$ cat src/rtl/exc_if.sv
// Decode/CP0 side of the exception sequencer.
// master: the sequencer (drives trap requests and pipeline control).
// slave : the surrounding pipeline and CP0 (drive decode info and CP0 registers).
interface exc_if;
    logic        id_valid;
    logic [31:0] id_pc;
    logic        is_syscall;
    logic        is_break;
    logic        is_teq;
    logic        is_eret;
    logic        teq_eq;
    logic [31:0] status;
    logic [31:0] epc;

    logic        exception;
    logic        eret;
    logic [3:0]  cause;
    logic [31:0] pc;
    logic        stall;
    logic        flush;
    logic        redirect;
    logic [31:0] redirect_pc;
    logic        in_handler;

    modport master (
        input  id_valid, id_pc, is_syscall, is_break, is_teq, is_eret, teq_eq,
               status, epc,
        output exception, eret, cause, pc, stall, flush, redirect, redirect_pc,
               in_handler
    );

    modport slave (
        output id_valid, id_pc, is_syscall, is_break, is_teq, is_eret, teq_eq,
               status, epc,
        input  exception, eret, cause, pc, stall, flush, redirect, redirect_pc,
               in_handler
    );
endinterface

$ cat src/rtl/exc_ctrl.sv
// Exception sequencer: requests traps/returns from CP0, freezes and flushes
// the pipeline, then redirects fetch to the handler or to EPC + 4.
// Optional build macro EXC_STATUS_MASK_EN: gate traps with CP0 status
// (bit 0 global enable, bits 1/2/3 syscall/break/teq enables).
module exc_ctrl #(
    parameter logic [31:0] HANDLER_ADDR = 32'h00400004,
    parameter int unsigned FLUSH_CYCLES = 2
) (
    input logic clk,
    input logic rst,
    exc_if.master bus
);

    typedef enum logic [2:0] {
        S_IDLE,
        S_RAISE,
        S_FLUSH,
        S_REDIRECT,
        S_HANDLER,
        S_RET
    } state_t;

    localparam logic [3:0] CAUSE_SYS  = 4'd8;
    localparam logic [3:0] CAUSE_BRK  = 4'd9;
    localparam logic [3:0] CAUSE_TEQ  = 4'd13;
    localparam logic [3:0] FLUSH_LOAD = 4'(FLUSH_CYCLES - 1);

    state_t      state_q, state_d;
    logic [3:0]  cnt_q, cnt_d;
    logic        ret_q, ret_d;
    logic [3:0]  cause_q, cause_d;
    logic [31:0] pc_q, pc_d;
    logic [31:0] rpc_q, rpc_d;
    logic        exception_q, exception_d;
    logic        eret_q, eret_d;
    logic        stall_q, stall_d;
    logic        flush_q, flush_d;
    logic        redirect_q, redirect_d;
    logic        in_handler_q, in_handler_d;

    logic        trap_sys, trap_brk, trap_teq, trap;
    logic [3:0]  trap_cause;
    logic        unused_status;

    assign unused_status = ^bus.status;

    // Decode which trap (if any) the decode-stage instruction raises, highest priority first
    always_comb begin
        trap_sys   = 1'b0;
        trap_brk   = 1'b0;
        trap_teq   = 1'b0;
        trap_cause = 4'd0;
`ifdef EXC_STATUS_MASK_EN
        trap_sys = bus.id_valid & bus.is_syscall & bus.status[0] & bus.status[1];
        trap_brk = bus.id_valid & bus.is_break   & bus.status[0] & bus.status[2];
        trap_teq = bus.id_valid & bus.is_teq & bus.teq_eq & bus.status[0] & bus.status[3];
`else
        trap_sys = bus.id_valid & bus.is_syscall;
        trap_brk = bus.id_valid & bus.is_break;
        trap_teq = bus.id_valid & bus.is_teq & bus.teq_eq;
`endif
        if (trap_sys)      trap_cause = CAUSE_SYS;
        else if (trap_brk) trap_cause = CAUSE_BRK;
        else if (trap_teq) trap_cause = CAUSE_TEQ;
        trap = trap_sys | trap_brk | trap_teq;
    end

    // Next-state logic; outputs are decoded from the next state so they are registered
    always_comb begin
        state_d = state_q;
        cnt_d   = cnt_q;
        ret_d   = ret_q;
        cause_d = cause_q;
        pc_d    = pc_q;
        rpc_d   = rpc_q;
        case (state_q)
            S_IDLE: begin
                if (trap) begin
                    state_d = S_RAISE;
                    ret_d   = 1'b0;
                    cause_d = trap_cause;
                    pc_d    = bus.id_pc + 32'd4;
                end
            end
            S_RAISE, S_RET: begin
                state_d = S_FLUSH;
                cnt_d   = FLUSH_LOAD;
            end
            S_FLUSH: begin
                if (cnt_q == 4'd0) begin
                    state_d = S_REDIRECT;
                    rpc_d   = ret_q ? (bus.epc + 32'd4) : HANDLER_ADDR;
                end else begin
                    cnt_d = cnt_q - 4'd1;
                end
            end
            S_REDIRECT: begin
                state_d = ret_q ? S_IDLE : S_HANDLER;
            end
            S_HANDLER: begin
                // nested traps are ignored; eret wins over a simultaneous trap
                if (bus.id_valid && bus.is_eret) begin
                    state_d = S_RET;
                    ret_d   = 1'b1;
                end
            end
            default: state_d = S_IDLE;
        endcase

        exception_d  = (state_d == S_RAISE);
        eret_d       = (state_d == S_RET);
        flush_d      = (state_d == S_FLUSH);
        redirect_d   = (state_d == S_REDIRECT);
        in_handler_d = (state_d == S_HANDLER);
        stall_d      = (state_d == S_RAISE) || (state_d == S_RET) ||
                       (state_d == S_FLUSH) || (state_d == S_REDIRECT);
    end

    // State and output registers; reset aborts any sequence in progress
    always_ff @(posedge clk or posedge rst) begin
        if (rst) begin
            state_q      <= S_IDLE;
            cnt_q        <= 4'd0;
            ret_q        <= 1'b0;
            cause_q      <= 4'd0;
            pc_q         <= 32'd0;
            rpc_q        <= 32'd0;
            exception_q  <= 1'b0;
            eret_q       <= 1'b0;
            stall_q      <= 1'b0;
            flush_q      <= 1'b0;
            redirect_q   <= 1'b0;
            in_handler_q <= 1'b0;
        end else begin
            state_q      <= state_d;
            cnt_q        <= cnt_d;
            ret_q        <= ret_d;
            cause_q      <= cause_d;
            pc_q         <= pc_d;
            rpc_q        <= rpc_d;
            exception_q  <= exception_d;
            eret_q       <= eret_d;
            stall_q      <= stall_d;
            flush_q      <= flush_d;
            redirect_q   <= redirect_d;
            in_handler_q <= in_handler_d;
        end
    end

    assign bus.exception   = exception_q;
    assign bus.eret        = eret_q;
    assign bus.cause       = cause_q;
    assign bus.pc          = pc_q;
    assign bus.stall       = stall_q;
    assign bus.flush       = flush_q;
    assign bus.redirect    = redirect_q;
    assign bus.redirect_pc = rpc_q;
    assign bus.in_handler  = in_handler_q;

endmodule

$ cat src/flat_wrapper.sv
// flat-port wrapper written by rule: the top's interface ports become plain ports
module exc_ctrl_flat 
#(
    parameter logic [31:0] HANDLER_ADDR = 32'h00400004,
    parameter int unsigned FLUSH_CYCLES = 2
)
  (clk, rst, bus_id_valid, bus_id_pc, bus_is_syscall, bus_is_break, bus_is_teq, bus_is_eret, bus_teq_eq, bus_status, bus_epc, bus_exception, bus_eret, bus_cause, bus_pc, bus_stall, bus_flush, bus_redirect, bus_redirect_pc, bus_in_handler);
  exc_if bus_i ();
  input logic clk;
  input logic rst;
  input wire logic [$bits(bus_i.id_valid)-1:0] bus_id_valid;
  input wire logic [$bits(bus_i.id_pc)-1:0] bus_id_pc;
  input wire logic [$bits(bus_i.is_syscall)-1:0] bus_is_syscall;
  input wire logic [$bits(bus_i.is_break)-1:0] bus_is_break;
  input wire logic [$bits(bus_i.is_teq)-1:0] bus_is_teq;
  input wire logic [$bits(bus_i.is_eret)-1:0] bus_is_eret;
  input wire logic [$bits(bus_i.teq_eq)-1:0] bus_teq_eq;
  input wire logic [$bits(bus_i.status)-1:0] bus_status;
  input wire logic [$bits(bus_i.epc)-1:0] bus_epc;
  output wire logic [$bits(bus_i.exception)-1:0] bus_exception;
  output wire logic [$bits(bus_i.eret)-1:0] bus_eret;
  output wire logic [$bits(bus_i.cause)-1:0] bus_cause;
  output wire logic [$bits(bus_i.pc)-1:0] bus_pc;
  output wire logic [$bits(bus_i.stall)-1:0] bus_stall;
  output wire logic [$bits(bus_i.flush)-1:0] bus_flush;
  output wire logic [$bits(bus_i.redirect)-1:0] bus_redirect;
  output wire logic [$bits(bus_i.redirect_pc)-1:0] bus_redirect_pc;
  output wire logic [$bits(bus_i.in_handler)-1:0] bus_in_handler;
  assign bus_i.id_valid = bus_id_valid;
  assign bus_i.id_pc = bus_id_pc;
  assign bus_i.is_syscall = bus_is_syscall;
  assign bus_i.is_break = bus_is_break;
  assign bus_i.is_teq = bus_is_teq;
  assign bus_i.is_eret = bus_is_eret;
  assign bus_i.teq_eq = bus_teq_eq;
  assign bus_i.status = bus_status;
  assign bus_i.epc = bus_epc;
  assign bus_exception = bus_i.exception;
  assign bus_eret = bus_i.eret;
  assign bus_cause = bus_i.cause;
  assign bus_pc = bus_i.pc;
  assign bus_stall = bus_i.stall;
  assign bus_flush = bus_i.flush;
  assign bus_redirect = bus_i.redirect;
  assign bus_redirect_pc = bus_i.redirect_pc;
  assign bus_in_handler = bus_i.in_handler;
  exc_ctrl #(.HANDLER_ADDR(HANDLER_ADDR), .FLUSH_CYCLES(FLUSH_CYCLES)) u_core (.clk(clk), .rst(rst), .bus(bus_i));
endmodule
$ cat config.mk
export PLATFORM = sky130hd
export DESIGN_NAME = exc_ctrl_flat
export DESIGN_NICKNAME = d
export VERILOG_FILES = /design/src/rtl/exc_if.sv /design/src/rtl/exc_ctrl.sv /design/src/flat_wrapper.sv
export SDC_FILE = /design/constraint.sdc
export NUM_CORES = 1
export LEC_CHECK = 0
export ABC_AREA = 1
export ABC_CLOCK_PERIOD_IN_PS = 5500
export BUFFER_PORTS_ARGS = -buffer_cell sky130_fd_sc_hd__buf_2
export CAP_MARGIN = 10
export CORE_AREA = 5 5 100 102
export CTS_CLUSTER_SIZE = 40
export DETAILED_ROUTE_END_ITERATION = 10
export DIE_AREA = 0 0 105 107
export HOLD_SLACK_MARGIN = 0.02
export PLACE_DENSITY = 0.83
export SLEW_MARGIN = 20
export SYNTH_ARGS = -nofsm -noshare
export SYNTH_HDL_FRONTEND = slang
export SYNTH_SLANG_ARGS = --single-unit
$ cat constraint.sdc
create_clock -name clk -period 5.5 [get_ports clk]
set_clock_uncertainty 0.05 [all_clocks]
set_input_delay 0.55 -clock clk [delete_from_list [all_inputs] [get_ports clk]]
set_output_delay 0.55 -clock clk [all_outputs]
set_load 0.02 [all_outputs]
# After elaboration in Yosys (flattened, before gate mapping)
# Index checks and enable logic that the tools add are counted.
dict set report totals {
  register_bits 82
  ram_bits 0
  n_memories 0
  input_bits 104
  mem_bits_ro 0
  latchBits 0
  out_inout_bits 74
  wordCells 61
}
dict set report classes {
  n_div 0
  bitwise_logic 6
  shift 0
  reduce_logical 13
  n_mul 0
  n_mux 14
  eq_ne 13
  order_cmp 0
  n_addsub 3
}
# op n
set op_table {}
lappend op_table {{32-bit by 3-bit adder with 32-bit output (second input constant)} 2}
lappend op_table {{32-bit two-way mux} 1}
lappend op_table {{4-bit two-way mux} 4}
lappend op_table {{3-bit case mux with 5 select lines} 1}
lappend op_table {{3-bit by 2-bit equality test with 1-bit output (second input constant)} 4}
lappend op_table {{3-bit equality test (second input constant)} 4}
lappend op_table {{3-bit two-way mux} 4}
lappend op_table {{4-bit case mux with 2 select lines} 1}
lappend op_table {{3-bit by 1-bit equality test with 1-bit output (second input constant)} 2}
lappend op_table {{2-bit AND reduction} 3}
lappend op_table {{1-bit bitwise AND} 4}
lappend op_table {{4-bit logical NOT} 1}
lappend op_table {{2-bit by 1-bit inequality test with 1-bit output (second input constant)} 2}
lappend op_table {{2-bit nonzero test} 2}
lappend op_table {{4-bit by 1-bit subtractor with 4-bit output (second input constant)} 1}
lappend op_table {{3-bit logical NOT} 1}
lappend op_table {{1-bit logical OR} 3}
lappend op_table {{3-bit AND reduction} 1}
lappend op_table {{1-bit two-way mux} 2}
lappend op_table {{2-bit inequality test (second input constant)} 1}
lappend op_table {{1-bit OR} 2}
lappend op_table {{1-bit case mux with 2 select lines} 1}
lappend op_table {{2-bit OR reduction} 1}
lappend op_table {{1-bit logical AND} 1}

# Depth between registers and ports, before layout
# Gate-level depths: netlist (run 1).
dict set report logic_depth {
  word_depth 9
  mapped_depth 10
  mapped_depth_nobuf 10
}

# Least setup slack after synthesis (run 1)
# No wires, ideal clock.
dict set report synth_timing {
  path_type {input to register}
  from {input bus_epc[2]}
  to {register u_core.rpc_q[24] (netlist: u_core.bus.redirect_pc[24])}
  setup_time_ns 0.117
  slack_ns 3.927
  arrival_time_ns 1.406
  cell_stages 8
  t_required_ns 5.333
  path_buffers 0
  path_cell_list {ha_1 -> nand3_1 -> nor2_1 -> nand3_1 -> nor2_1 -> nand2_1 -> nand3_1 -> nand2_1}
}
dict set report synth_between {
  elab_chain_cells 2
}
# item line
set synth_lines {}
lappend synth_lines {{start, declared} flat_wrapper.sv:19} ;# input wire logic [$bits(bus_i.epc)-1:0] bus_epc;
lappend synth_lines {{32-bit by 3-bit adder with 32-bit output} exc_ctrl.sv:92} ;# rpc_d = ret_q ? (bus.epc + 32'd4) : HANDLER_ADDR;
lappend synth_lines {{32-bit two-way mux} exc_ctrl.sv:92}
lappend synth_lines {{end signal, assigned} exc_ctrl.sv:140} ;# rpc_q <= rpc_d;
lappend synth_lines {{end, declared} exc_ctrl.sv:33} ;# logic [31:0] rpc_q, rpc_d;
# No other way between the ends.
# A chain may end at the register's enable or synchronous reset.

# Worst setup path after layout (run 1)
dict set report layout_timing {
  from {register u_core.state_q[0]}
  to {register u_core.pc_q[9] (netlist: u_core.bus.pc[9])}
}
dict set report layout_between {
  elab_chain_cells 2
}
# item line
set layout_lines {}
lappend layout_lines {{start, declared} exc_ctrl.sv:28} ;# state_t state_q, state_d;
lappend layout_lines {{start signal, assigned} exc_ctrl.sv:135} ;# state_q <= state_d;
lappend layout_lines {{3-bit logical NOT} exc_ctrl.sv:76} ;# case (state_q)
lappend layout_lines {{2-bit AND reduction (no source line)} --}
lappend layout_lines {{end signal, assigned} exc_ctrl.sv:139} ;# pc_q <= pc_d;
lappend layout_lines {{end, declared} exc_ctrl.sv:32} ;# logic [31:0] pc_q, pc_d;
# No other way between the ends.

==> run summary, run 1 <==
post-detailed-placement half-perimeter wirelength = 10.2 mm
height of the chip = 107 um
pin slew with the least headroom to its limit = 736 ps
simple logic cell fraction of the synthesized area = 39.8%
count of buffers inserted at the top-level ports = 144
DRC errors left = 0
largest stage delay on the critical path = 560 ps
routed len/inst = 13.8 um
fin nets = 942
Via density = 4.99
overall routing resource usage = 23.5%
CP max stage cell = nor2_4
max cap viols = 0
number of post-CTS setup repair buffers = 0
adder and majority cell fraction of the synthesized area = 1.05%
Post-synth ARST share = 100%
n_diodes = 0
total leakage power = 3.19 nW
dominant cell by count in the synthesized netlist = nand2_1
main combinational cell family by area after synthesis = simple AND/OR/NAND/NOR gates
count of different cell masters after synthesis = 33
clock input transition at the sequential cells of the worst setup and hold paths = 100 ps
gate count of the mapped netlist = 691
die boundary width = 105 um
Synth top area share = 42.5%
most frequent cell on the critical path = nand2_1
Avg Inst Size Synth = 6.90 sq um
setup repair after global routing missed its margin = no
sum of negative setup slack = 0 ps
Power Dens Cells = 413 nW/um^2
multi-input gate area in the final layout = 2390 sq um
GP Congestion = 0.941
insertion delay to the later sink of the worst-skew pair = 350 ps
Filler Cell Count = 839
post-synthesis sequential element count = 81
run status = complete, no violations
starting density of the core = 52.8%
final setup violation count = 0
final wirelength = 13.1 mm
vias after detailed routing = 4744
leading post-synthesis cells by cell area = dfrtp_1 (43%), nand2_1 (22%), nor2_1 (7.2%)
cell count after placement = 934
count of flip-flops with a built-in enable after synthesis = 0
largest vdd supply drop = 0.000168 V
violation count after the first detailed-routing iteration = 229
Syn-to-layout area delta = 20.6%
via count of the first global-routing pass = 4723
maximum buffer depth of the clock tree = 2
Post-Place Cell Area = 5550 sq um
Final Power = 2.37 mW
total of cells resized after clock tree synthesis = 0
synthesized-area fraction occupied by ao, oa, aoi and oai cells = 5.67%
total number of yosys warnings = 0
synthesized net count = 799
setup slack of the critical path after layout = 3290 ps
global-route wire length before repair = 21.8 mm
number of H-tree levels = 3
final critical path time including I/O delays and setup = 2210 ps
I/O Pins = 178
worst hold margin = 310 ps
worst setup path class = flop to flop
kind of launch point of the worst setup path = flop
non-filler instance count after layout = 950
Core Area = 9020 sq um
Final Max Tran Viols = 0
pre-CTS setup slack = 3030 ps
number of antenna violations at the first check in global routing = 0
crit share post-route = 40.3%
upper clock frequency limit = 451 MHz
critical path peak fanout = 46
Final Hold Viols = 0
area of the mapped netlist = 4760 sq um
post-synthesis xor/xnor area fraction = 3.68%
final antenna-violating net count = 0
cell chain of the critical path = nor2_1 -> nand2_1 -> nor2_4 -> inv_2 -> nand2_1 -> o21ai_0
share of the core filled with cells in the final layout = 63.7%
number of hold-repair buffers added at the cts stage = 0
multiplexer share of the synthesized area = 0%
TritonCTS buffer count = 9
total number of placement rows = 35
data arrival time of the critical path = 2360 ps
proportion of layout cells with a drive suffix above 1 = 22.9%
top cells by instance count after synthesis = nand2_1 (285), nor2_1 (91), dfrtp_1 (81), inv_1 (64), nand3_1 (59)
area of the die = 11200 sq um
area of all placed cells without fillers = 5740 sq um
prevailing post-synth register cell = dfrtp_1
post-synthesis sequential area ratio = 42.5%
total number of clock tree sinks = 81
CP Capture Type = flop
root buffer cell = clkbuf_8
remaining global-route overflow = 0
required time at the worst-slack endpoint = 5640 ps
class of the most critical hold timing path = input pin to async pin
largest net degree at the start of global routing = 82
biggest area consumer among synthesized cells = dfrtp_1
number of iterations in the first detailed-routing pass = 5
area occupied by registers = 2030 sq um
CTS tree = built
worst max-slew margin expressed relative to the limit = 50.8%
[critical path: cells and delay by family (launching register included)]
kind / cells / cell delay [ps]
buf+inv: 1 / 500
flops: 1 / 460
simple gates: 4 / 910
compound gates: 1 / 110
[cell families (layout without fill, tap and decap cells)]
logic type / count (synthesis) / in the layout
and+or+nand+nor: 458 / 458
other: 1 / 1
DFF: 81 / 81
adders and majority gates: 4 / 4
buffers and inverters: 83 / 231
AOI/OAI and AO/OA: 44 / 44
xor gates and xnor gates: 20 / 20
[area by class of cell]
cell class                      instances  area share [%]
Clock inverter                          6           0.871
Inverter                               70            4.60
Sequential cell                        81            35.3
Tap cell                              111            2.42
Timing Repair Buffer                  145            12.7
Multi-Input combinational cell        527            41.7
Clock buffer                           10            2.40
[registers in the layout (all words and copies together) (netlist names)]
register,flops
u_core.bus.cause,3
u_core.bus.stall,1
u_core.bus.in_handler,1
u_core.bus.flush,1
u_core.bus.redirect,1
u_core.bus.redirect_pc,32
u_core.state_q,3
u_core.ret_q,1
u_core.bus.exception,1
u_core.cnt_q,4
u_core.bus.eret,1
u_core.bus.pc,32
[metal layers]
metal	wire [um]	global-route usage [%]	part of all wire, %	vias to the layer above
li1	-	-	-	2424
met1	5560	29.3	42	2152
met2	6420	40.9	49	157
met3	1020	5.42	7.8	11
met4	121	6.21	0.92	0
met5	0	0	0	-
[placed cells by master, fill, tap and decap left out, types with 2 or more instances in the layout]
cell	n
nand2_1	285
buf_2	144
nor2_1	91
dfrtp_1	81
inv_1	63
nand3_1	59
xor2_1	15
o21ai_1	14
clkbuf_8	10
o21ai_0	9
o21ai_2	7
nor2_4	6
inv_2	6
a21oi_1	5
xnor2_1	5
nor2_2	5
ha_1	4
a22o_1	3
or2_2	3
o211ai_1	3
nand4_1	3
clkinv_2	2
clkinv_4	2
[report_power, final]
| group | total, mW | switching (mW) | internal, mW |
|---|---|---|---|
| clock | 0.420 | 0.238 | 0.182 |
| combinational | 1.02 | 0.693 | 0.323 |
| sequential | 0.938 | 0.122 | 0.816 |
[worst paths after layout]
check | from | endpoint | slack (ps) | depth (start not counted)
worst max-delay path | u_core.state_q[0]$_DFF_PP0_ | u_core.bus.pc[9]$_DFFE_PP0P_ | 3290 | 6
worst min-delay path | rst | u_core.bus.redirect_pc[23]$_DFFE_PP0P_ | 310 | 3
worst max register to register | u_core.state_q[0]$_DFF_PP0_ | u_core.bus.pc[9]$_DFFE_PP0P_ | 3290 | 6
worst min register to register | u_core.bus.cause[3]$_DFFE_PP0P_ | u_core.bus.cause[3]$_DFFE_PP0P_ | 420 | 1
max in group asynchronous | rst | u_core.bus.pc[20]$_DFFE_PP0P_ | 4550 | 3
min in group clk | bus_id_pc[1] | u_core.bus.pc[1]$_DFFE_PP0P_ | 360 | 3
Note: power is estimated with default switching activity, not from simulation.
==> inputs of run 2 (changes only) <==
ABC_CLOCK_PERIOD_IN_PS = 2300   (was 5500)
CORE_AREA = 5 5 104 106   (was 5 5 100 102)
DIE_AREA = 0 0 109 111   (was 0 0 105 107)
PLACE_DENSITY = 0.77   (was 0.83)
clock period = 2.3 ns   (was 5.5 ns; I/O delays follow)
==> run 2 against run 1 <==
Sequential share of layout area fell by 0.60 points. Die area is 7.7% higher. Setup slack worse by 2800 ps. Critical endpoint is now u_core.bus.redirect_pc[24]$_DFFE_PP0P_. Global-route usage shrank 1.5 points. Non-clock buffer count rose by 9. Cell count is 3.2% higher. Highest routed layer unchanged.
==> run summary, run 2 (synthesized netlist as in run 1, its figures left out) <==
height of the chip = 111 um
worst setup path class = input pin to flop
area occupied by registers = 2030 sq um
number of antenna violations at the first check in global routing = 0
count of buffers inserted at the top-level ports = 144
largest net degree at the start of global routing = 46
fin nets = 951
clock input transition at the sequential cells of the worst setup and hold paths = 70 ps
area of all placed cells without fillers = 5840 sq um
global-route wire length before repair = 21.4 mm
area of the die = 12100 sq um
maximum buffer depth of the clock tree = 2
Post-Place Cell Area = 5640 sq um
cell chain of the critical path = dlygate4sd3_1 -> buf_2 -> ha_1 -> nand3_1 -> nor2_1 -> nand3_1 -> nor2_1 -> nand2_1 -> nand3_1 -> nand2_1
CTS tree = built
proportion of layout cells with a drive suffix above 1 = 23.0%
number of post-CTS setup repair buffers = 0
data arrival time of the critical path = 2040 ps
Final Max Tran Viols = 0
non-filler instance count after layout = 980
largest vdd supply drop = 0.000488 V
die boundary width = 109 um
Core Area = 9680 sq um
commonest non-fill, non-tap cells in the layout = nand2_1 (285), buf_2 (144), nor2_1 (91), dfrtp_1 (81), inv_1 (63)
sum of negative setup slack = 0 ps
total of cells resized after clock tree synthesis = 0
I/O Pins = 178
Power Dens Cells = 968 nW/um^2
total number of clock tree sinks = 81
multi-input gate area in the final layout = 2390 sq um
leading cell type in the layout, fill and taps excluded = nand2_1
number of H-tree levels = 3
number of hold-repair buffers added at the cts stage = 3
most frequent cell on the critical path = nand3_1
cell count after placement = 962
number of iterations in the first detailed-routing pass = 6
final wirelength = 12.9 mm
insertion delay to the later sink of the worst-skew pair = 350 ps
total number of placement rows = 36
largest stage delay on the critical path = 530 ps
Final Hold Viols = 0
Filler Cell Count = 905
kind of launch point of the worst setup path = input pin
run status = complete, no violations
total leakage power = 3.23 nW
violation count after the first detailed-routing iteration = 245
GP Congestion = 0.919
DRC errors left = 0
via count of the first global-routing pass = 4651
overall routing resource usage = 22.0%
routed len/inst = 13.1 um
critical path peak fanout = 4
vias after detailed routing = 4789
max cap viols = 0
worst max-slew margin expressed relative to the limit = 62.3%
TritonCTS buffer count = 9
upper clock frequency limit = 539 MHz
Syn-to-layout area delta = 22.6%
pin slew with the least headroom to its limit = 566 ps
final antenna-violating net count = 0
Via density = 4.89
remaining global-route overflow = 0
final setup violation count = 0
n_diodes = 0
CP max stage cell = dlygate4sd3_1
required time at the worst-slack endpoint = 2490 ps
final critical path time including I/O delays and setup = 1860 ps
class of the most critical hold timing path = input pin to flop
crit share post-route = 80.7%
setup repair after global routing missed its margin = no
root buffer cell = clkbuf_8
CP Capture Type = flop
starting density of the core = 49.2%
post-detailed-placement half-perimeter wirelength = 10.3 mm
[run 2: changes by cell type in the layout (fill, tap and decap cells not counted)]
cell	before	now
buf_4	0	6
dlygate4sd3_1	0	3
clkbuf_1	0	2
buf_12	0	1
buf_6	1	0
clkbuf_8	10	11
clkinv_2	2	1
clkinv_4	2	1
inv_6	1	0
inv_8	1	0
[run 2: worst max-delay path, delay by kind of cell]
kind | cells | cell delay [ps]
adders and majority gates | 1 | 210
and+or+nand+nor | 7 | 950
buffers and inverters | 2 | 660
[run 2: path summary, 6_finish.rpt]
path,start,endpoint,slack [ps],depth (start not counted)
worst max-delay path,bus_epc[2],u_core.bus.redirect_pc[24]$_DFFE_PP0P_,440,10
worst min-delay path,bus_id_pc[0],u_core.bus.pc[0]$_DFFE_PP0P_,40,3
worst max register to register,u_core.cnt_q[0]$_DFFE_PP0P_,u_core.bus.redirect_pc[30]$_DFFE_PP0P_,540,9
worst min register to register,u_core.bus.cause[3]$_DFFE_PP0P_,u_core.bus.cause[3]$_DFFE_PP0P_,420,1
max in group asynchronous,rst,u_core.bus.pc[15]$_DFFE_PP0P_,1250,4
min in group asynchronous,rst,u_core.bus.eret$_DFF_PP0_,510,4
[run 2: per-layer routing]
layer	global-route usage [%]	vias to the layer above	wire (um)
li1	-	2443	-
met1	27.9	2171	5510
met2	35.8	155	6030
met3	5.77	20	1040
met4	7.91	0	281
met5	0	-	0
[run 2: final cells by class]
cell class                 instances  share of cell area [%]
timing repair buffer             154                    14.0
inverter                          70                    4.56
sequential                        81                    34.7
clock buffer                      13                    2.72
clock inverter                     2                   0.236
multi-input combinational        527                    41.0
tap                              133                    2.85
[run 2: stage by stage]
step | hold WS, ps | power [mW] | utilization (%) | setup WS [ps]
finish | 43.1 | 5.66 | 60.3 | 444
detailed placement | 351 | 4.76 | 58.2 | 531
global placement | 332 | 4.67 | 58.2 | 566
CTS | 21.0 | 5.73 | 60.3 | 437
floorplan | 269 | 3.86 | - | 895
global route | 38.9 | 6.07 | 60.3 | 328
[run 2: report_power, final]
| group | total [mW] | switching [mW] | leakage [nW] | internal [mW] |
|---|---|---|---|---|
| Combinational | 2.48 | 1.66 | 2.09 | 0.813 |
| Sequential | 2.23 | 0.282 | 1.05 | 1.95 |
| Clock | 0.946 | 0.499 | 0.0895 | 0.447 |
